**src/rtl/regression_error_stats.sv**
```systemverilog
// regression_error_stats
// ----------------------
// Reduces one dataset of N signed residuals into fit-quality statistics:
// sum of squared errors, sum of absolute errors, the largest absolute error
// together with the index where it first occurs, and a count of outliers
// above a programmable threshold.
//
// Ports:
//   clk        rising-edge clock for all state
//   reset      asynchronous, active-high; returns to IDLE and clears everything
//   start      begin a new collection (taken in IDLE or DONE only)
//   ei_valid   residual strobe
//   ei         signed two's-complement residual (W bits)
//   threshold  unsigned outlier threshold, held stable while collecting
//   busy       high while collecting
//   done       high once all N samples are in, held until the next start
//   sse        sum of ei^2 (SW bits, unsigned)
//   sae        sum of |ei| (W+CW bits, unsigned)
//   max_abs    largest |ei| seen so far
//   max_idx    0-based index of the first sample that reached max_abs
//   outliers   number of samples with |ei| > threshold
module regression_error_stats #(
  parameter int W  = 20,
  parameter int N  = 150,
  parameter int CW = 8,
  parameter int SW = 48
) (
  input  logic              clk,
  input  logic              reset,
  input  logic              start,
  input  logic              ei_valid,
  input  logic [W-1:0]      ei,
  input  logic [W-1:0]      threshold,
  output logic              busy,
  output logic              done,
  output logic [SW-1:0]     sse,
  output logic [W+CW-1:0]   sae,
  output logic [W-1:0]      max_abs,
  output logic [CW-1:0]     max_idx,
  output logic [CW-1:0]     outliers
);

  typedef enum logic [1:0] {
    IDLE    = 2'd0,
    COLLECT = 2'd1,
    DONE    = 2'd2
  } state_t;

  localparam logic [CW-1:0] LAST_IDX = CW'(N - 1);

  state_t            state_q;
  logic              busy_q;
  logic              done_q;
  logic [SW-1:0]     sse_q;
  logic [W+CW-1:0]   sae_q;
  logic [W-1:0]      max_abs_q;
  logic [CW-1:0]     max_idx_q;
  logic [CW-1:0]     outliers_q;
  logic [CW-1:0]     cnt_q;

  logic [W-1:0]      abs_d;
  logic [2*W-1:0]    sq_d;
  logic [SW-1:0]     sse_d;
  logic [W+CW-1:0]   sae_d;
  logic              max_upd_d;
  logic              out_upd_d;

  // Per-sample arithmetic: magnitude, square and the candidate accumulator values.
  always_comb begin
    abs_d     = ei;
    sq_d      = {(2*W){1'b0}};
    sse_d     = sse_q;
    sae_d     = sae_q;
    max_upd_d = 1'b0;
    out_upd_d = 1'b0;
    // Two's-complement negate; the most negative code maps onto 2^(W-1),
    // which is still representable as a W-bit unsigned magnitude.
    if (ei[W-1]) begin
      abs_d = ~ei + W'(1);
    end else begin
      abs_d = ei;
    end
    sq_d      = {{W{1'b0}}, abs_d} * {{W{1'b0}}, abs_d};
    sse_d     = sse_q + SW'(sq_d);
    sae_d     = sae_q + (W+CW)'(abs_d);
    // Strict comparisons: ties keep the earlier index, equal-to-threshold is not an outlier.
    max_upd_d = (abs_d > max_abs_q);
    out_upd_d = (abs_d > threshold);
  end

  // Collection FSM with registered status flags and statistic accumulators.
  always_ff @(posedge clk or posedge reset) begin
    if (reset) begin
      state_q    <= IDLE;
      busy_q     <= 1'b0;
      done_q     <= 1'b0;
      sse_q      <= {SW{1'b0}};
      sae_q      <= {(W+CW){1'b0}};
      max_abs_q  <= {W{1'b0}};
      max_idx_q  <= {CW{1'b0}};
      outliers_q <= {CW{1'b0}};
      cnt_q      <= {CW{1'b0}};
    end else begin
      case (state_q)
        IDLE, DONE: begin
          // A strobe arriving with start is deliberately dropped here.
          if (start) begin
            state_q    <= COLLECT;
            busy_q     <= 1'b1;
            done_q     <= 1'b0;
            sse_q      <= {SW{1'b0}};
            sae_q      <= {(W+CW){1'b0}};
            max_abs_q  <= {W{1'b0}};
            max_idx_q  <= {CW{1'b0}};
            outliers_q <= {CW{1'b0}};
            cnt_q      <= {CW{1'b0}};
          end else begin
            state_q <= state_q;
          end
        end
        COLLECT: begin
          if (ei_valid) begin
            sse_q <= sse_d;
            sae_q <= sae_d;
            if (max_upd_d) begin
              max_abs_q <= abs_d;
              max_idx_q <= cnt_q;
            end else begin
              max_abs_q <= max_abs_q;
            end
            if (out_upd_d) begin
              outliers_q <= outliers_q + CW'(1);
            end else begin
              outliers_q <= outliers_q;
            end
            cnt_q <= cnt_q + CW'(1);
            if (cnt_q == LAST_IDX) begin
              state_q <= DONE;
              busy_q  <= 1'b0;
              done_q  <= 1'b1;
            end else begin
              state_q <= COLLECT;
            end
          end else begin
            state_q <= COLLECT;
          end
        end
        default: begin
          state_q <= IDLE;
          busy_q  <= 1'b0;
          done_q  <= 1'b0;
        end
      endcase
    end
  end

  assign busy     = busy_q;
  assign done     = done_q;
  assign sse      = sse_q;
  assign sae      = sae_q;
  assign max_abs  = max_abs_q;
  assign max_idx  = max_idx_q;
  assign outliers = outliers_q;

endmodule

```
**config.mk**
```make
export PLATFORM = sky130hd
export DESIGN_NAME = regression_error_stats
export DESIGN_NICKNAME = d
export VERILOG_FILES = /design/src/rtl/regression_error_stats.sv
export SDC_FILE = /design/constraint.sdc
export NUM_CORES = 1
export LEC_CHECK = 0
export CORE_MARGIN = 4
export CORE_UTILIZATION = 62
export CTS_CLUSTER_SIZE = 8
export DETAILED_ROUTE_END_ITERATION = 7
export HOLD_SLACK_MARGIN = 0.03
export PLACE_DENSITY = 0.84
export SLEW_MARGIN = 30
export SYNTH_ARGS = -nofsm -noshare
export SYNTH_HDL_FRONTEND = slang
export SYNTH_SLANG_ARGS = --single-unit
```
**constraint.sdc**
```tcl
create_clock -name clk -period 6.53 [get_ports clk]
set_clock_uncertainty 0.2 [all_clocks]
set_input_delay 1.6325 -clock clk [delete_from_list [all_inputs] [get_ports clk]]
set_output_delay 1.6325 -clock clk [all_outputs]
set_load 0.02 [all_outputs]
```
==> results_dict.tcl, run 1 <==
set metrics [dict create \
    first_pass_iters 6 \
    slew_headroom_pct 43.4 \
    first_iter_violations 2130 \
    async_flop_share_pct 100 \
    finalSetupViolations 42 \
    layout-drive-gt1-share_pct 26.9 \
    synth_top_cell_by_area "fa_1" \
    root_buffer "clkbuf_16" \
    grt_pass1_vias 21800 \
    dpl.cell_count 3148 \
    antenna_found_initial 1 \
    clk_latency_ps 460 \
    start_util_pct 63.3 \
    wirelength_mm 78.9 \
    finalHoldViolations 0 \
    drv_slew 0 \
    max_freq_ghz 0.0990 \
    cts_sinks 124 \
    cp_data_required_time_ps 6710 \
    die-width_um 188 \
    min_path_type "reg -> reg" \
    portBuffers 157 \
    final_nets 3390 \
    yosysSeqAreaShare_pct 15.4 \
    worstSetupPathType "in -> reg" \
    rows 65 \
    syn_area_per_cell_sq_um 8.91 \
    yosys_most_used_dff "dfrtp_1" \
    ioPinCount 158 \
    synthToLayoutAreaGrowth_pct 37.4 \
    fin_util_pct 87.0 \
    layout_min_cycle_time_ps 10100 \
    max-cap-violations 0 \
    yosys_warnings 0 \
    failed_checks "setup timing" \
    dieHeight_um 188 \
    critPathArrivalTime_ps 10280 \
    drc 0 \
    htreeDepth 4 \
    synth_seq_cells 124 \
    globalplace.congestion 1.01 \
    dpl.hpwl_mm 52.3 \
    grt_overflow 0 \
    vias 20100 \
    cts_tree "done" \
    clockBufferDepth 2 \
    final_common_cell "inv_1" \
    post_drt_via_cell_ratio 6.15 \
    clk_pin_slew_worst_paths_ps 70 \
    synthCells 2265 \
    critPathLaunchType "primary input" \
    synth_edf_count 0 \
    fin_ws_ps -3570 \
    yosysUniqueCellTypes 78 \
    grt_max_degree 59 \
    grt_usage_pct 41.4 \
    path_max_fanout 5 \
    instances_no_fill 3262 \
    final_antenna_net_count 0 \
    hold_slack_ps 307 \
    cts_buffers 17 \
    dieArea_sq_um 35500 \
    yosys.area.top_type_share_pct 31.3 \
    yosys-top-cells-area "fa_1 31%, dfrtp_1 15%, ha_1 13%" \
    core-area_sq_um 31900 \
    period_share_pct 155 \
    syn-cell-area_sq_um 20200 \
    grt_pass1_wl_mm 115 \
    cts_hold_buf 0 \
    final_cell_mix "466 x inv_1, 365 x buf_4, 305 x fa_1" \
    status "complete, but fails checks" \
    rrSetupSlack_ps -40 \
    worst_pin_slew_ps 847 \
    worstSetupEndpointType "flop" \
    rsz0062_at_grt "yes" \
    wl_per_cell_um 24.2 \
]
==> final timing paths <==
path / end / depth (start not counted) / from
min in group asynchronous: sse[4] / 2 / reset
setup / recovery: sse[47] / 28 / ei[4]
hold / removal: sae[26] / 1 / sae[26]
hold reg to reg: sae[26] / 1 / sae[26]
setup reg to reg: sse[42] / 24 / sse[12]
max in group asynchronous: cnt_q[6] / 3 / reset
==> Yosys cell counts (4+ instances only) <==
master / count
nor2_1: 132
buf_1: 8
a31oi_1: 11
o31ai_1: 15
nand2_1: 232
o21ai_2: 4
o21ai_0: 115
xnor2_1: 42
fa_1: 316
o211ai_1: 7
o22ai_1: 4
a211oi_1: 8
nor3_1: 7
nor2b_1: 14
xor2_1: 35
nand2b_1: 16
a22o_1: 4
mux2i_1: 34
inv_1: 515
o21bai_1: 9
inv_2: 6
a21boi_0: 6
nand4_1: 25
and2_1: 11
clkinv_1: 5
o41ai_1: 6
ha_1: 217
a21oi_1: 83
clkbuf_1: 61
a21o_1: 45
nand3_1: 43
or3_1: 9
o21a_1: 12
and3_1: 15
dfrtp_1: 124
==> per-layer routing <==
metal	wire length (um)	global-route usage, %	share of wire, %
met5	0	0	0
met4	8340	29.8	11
met3	8580	10.6	11
met2	37000	69.6	47
met1	25000	45.8	32
==> kinds of logic after synthesis <==
kind of cell               count (synthesis)  share of synthesized area (%)
muxes                                     36                           1.80
adders and majority gates                533                           44.8
DFF                                      124                           15.4
AOI/OAI and AO/OA                        362                           11.3
xor gates and xnor gates                  80                           3.58
buffers and inverters                    602                           11.3
other                                      2                         0.0372
and+or+nand+nor                          526                           11.9
==> timing repair <==
item | CTS | global route
setup buffers | 55 | 35
resized for setup | 272 | 116
pin swaps | 130 | 105
setup endpoints to repair | 43 | 43
==> metrics by stage <==
step	area (sq um)	TNS (ps)	worst slack [ps]
final	27700	-119350	-3570
after global routing	27700	-126290	-3760
after CTS	27100	-88750	-2810
after detailed placement	25200	-132500	-3800
after global placement	25200	-125910	-3580
after floorplan	20800	-87440	-2800
==> sequential cells by signal, summed over array words and instances, names as in the netlist <==
signal,flops
busy,1
cnt_q,8
done,1
max_abs,20
max_idx,8
outliers,8
sae,28
sse,48
state_q,2
==> critical path, stage by stage <==
cell	delay (ps)
buf_6	90
or4_4	560
buf_4	170
buf_6	120
o41ai_4	660
xnor2_2	330
inv_4	130
buf_4	180
nor2_1	190
fa_1	460
fa_1	580
inv_1	80
fa_1	530
inv_1	80
fa_1	720
fa_2	530
fa_1	510
inv_1	60
fa_1	490
inv_2	50
ha_4	300
nand2_4	70
or4_4	550
o21ai_4	280
a31oi_4	160
o31ai_4	310
nor3b_2	240
mux2i_1	200
==> cell type report <==
type	count	area, sq um
Timing Repair Buffer	592	5130
Fill cell	1495	4130
Antenna cell	1	2.50
Multi-Input combinational cell	1552	16400
Clock buffer	17	425
Clock inverter	15	195
Tap cell	435	544
Sequential cell	124	3100
Inverter	526	2000
Power of run 1 is left out: the tool's default activity adds up to more than one toggle a clock period on the data nets, which glitch-free logic cannot reach.
==> run 2: changes to the inputs <==
Settings changed: CORE_ASPECT_RATIO from default to 1.5, CORE_UTILIZATION 62 to 55, PLACE_DENSITY 0.84 to 0.76.
==> run 2 against run 1 <==
  * The flow still finishes with violations (setup timing)
  * Cell count grew 1.5%
  * Hold slack lost 3.8 ps
  * Sequential cell count is the same
  * Maximum frequency grew 6.7%
  * Global-route usage shrank 5.1 points
  * Die area grew 12%
  * Sequential share of layout area shrank 0.17 points
  * Core utilization shrank 8.9 points
  * Register-to-register slack gained 50 ps
  * Worst setup slack gained 630 ps
  * First-iteration DRC count shrank 50%
  * Highest routed layer is now met5
==> results_dict.tcl, run 2 (synthesized netlist as in run 1, its figures left out) <==
set metrics [dict create \
    ioPinCount 158 \
    first_iter_violations 1069 \
    wirelength_mm 72.7 \
    worstSetupPathType "in -> reg" \
    critPathLaunchType "primary input" \
    clk_pin_slew_worst_paths_ps 70 \
    cts_sinks 124 \
    htreeDepth 4 \
    globalplace.congestion 0.992 \
    cp_data_required_time_ps 6650 \
    fin_ws_ps -2940 \
    finalSetupViolations 42 \
    start_util_pct 56.0 \
    worst_pin_slew_ps 905 \
    max_freq_ghz 0.106 \
    finalHoldViolations 0 \
    first_pass_iters 7 \
    clk_latency_ps 450 \
    cpPeakStageDelay_ps 580 \
    vias 18600 \
    period_share_pct 145 \
    grt_pass1_vias 21000 \
    dieHeight_um 243 \
    wl_per_cell_um 22.0 \
    synthToLayoutAreaGrowth_pct 39.6 \
    place_ws_ps -3860 \
    path_common_cell "fa_1" \
    failed_checks "setup timing" \
    die-width_um 164 \
    portBuffers 157 \
    worstSetupEndpointType "flop" \
    hold_slack_ps 303 \
    cts_tree "done" \
    post_drt_via_cell_ratio 5.63 \
    max-cap-violations 0 \
    grt_overflow 0 \
    final_common_cell "inv_1" \
    slowest_stage "fa_2" \
    drv_slew 0 \
    core-area_sq_um 36100 \
    critPathArrivalTime_ps 9580 \
    root_buffer "clkbuf_16" \
    final_cell_mix "466 x inv_1, 365 x buf_4, 294 x fa_1" \
    rsz0062_at_grt "yes" \
    final_antenna_net_count 0 \
    final_nets 3395 \
    path_max_fanout 4 \
    slew_headroom_pct 39.6 \
    status "complete, but fails checks" \
    grt_usage_pct 36.3 \
    layout-drive-gt1-share_pct 28.4 \
    layout_min_cycle_time_ps 9470 \
    rows 85 \
    grt_max_degree 64 \
    dpl.hpwl_mm 54.8 \
    grt_pass1_wl_mm 111 \
    min_path_type "reg -> reg" \
    dieArea_sq_um 39900 \
    cts_buffers 17 \
    drc 0 \
    largest_reg_flops 48 \
    antenna_found_initial 5 \
    clockBufferDepth 2 \
    fin_setup_tns_ps -96650 \
]
-- run 2: cell count changes in the layout (fill, tap and decap cells not counted), moves of 4 or more --
cell     before  now
a21oi_1      58   54
buf_12        1    7
fa_1        305  294
fa_2         11   22
ha_1        190  178
ha_4         24   36
nand2_1     202  197
nand2_4       8   13
o21ai_0      67   72
o21ai_1      30   24
o21ai_2      12   16
-- run 2: timing repair --
action,in CTS,in global routing
gates resized for setup,254,183
hold endpoints to repair,0,0
setup endpoints to repair,46,43
hold buffers,0,0
pin swaps,122,133
setup buffers,60,43
-- run 2: layout make-up --
cell class	count	area [sq um]
multi-input combinational	1552	16600
fill	2361	7870
timing repair buffer	597	5230
sequential	124	3100
inverter	526	1990
tap	478	598
clock buffer	18	439
clock inverter	14	174
antenna	2	5.00
-- run 2: critical path, delay by kind of cell --
kind                       cells  cell delay, ps
AOI/OAI and AO/OA              8            1410
and+or+nand+nor                6            1650
buffers and inverters          6             770
xor gates and xnor gates       1             280
adders and majority gates      8            3820
-- run 2: per-layer routing --
| layer | GRT usage [%] | part of all wire [%] |
|---|---|---|
| met5 | 0 | 0.044 |
| met4 | 25.2 | 9.3 |
| met3 | 6.19 | 6.2 |
| met2 | 64.7 | 51 |
| met1 | 38.3 | 33 |
-- run 2: final timing paths --
kind | start | endpoint | slack [ps] | cells after the start
hold reg to reg | sae[0] | sae[0] | 300 | 2
max in group asynchronous | reset | sae[7] | 3560 | 3
setup / recovery | ei[5] | sse[42] | -2940 | 29
min in group asynchronous | reset | max_idx[3] | 1470 | 2
setup reg to reg | sse[12] | sse[42] | 10 | 25
hold / removal | sae[0] | sae[0] | 300 | 2
-- run 2: stage by stage --
stage | util [%] | cell area (sq um) | std cells
floorplan | - | 20800 | 2278
global placement | 70.0 | 25200 | 3185
global route | 78.2 | 28200 | 3309
detailed placement | 70.0 | 25200 | 3185
CTS | 75.2 | 27100 | 3272
finish | 78.2 | 28200 | 3311
Power of run 2 is left out for the same reason.
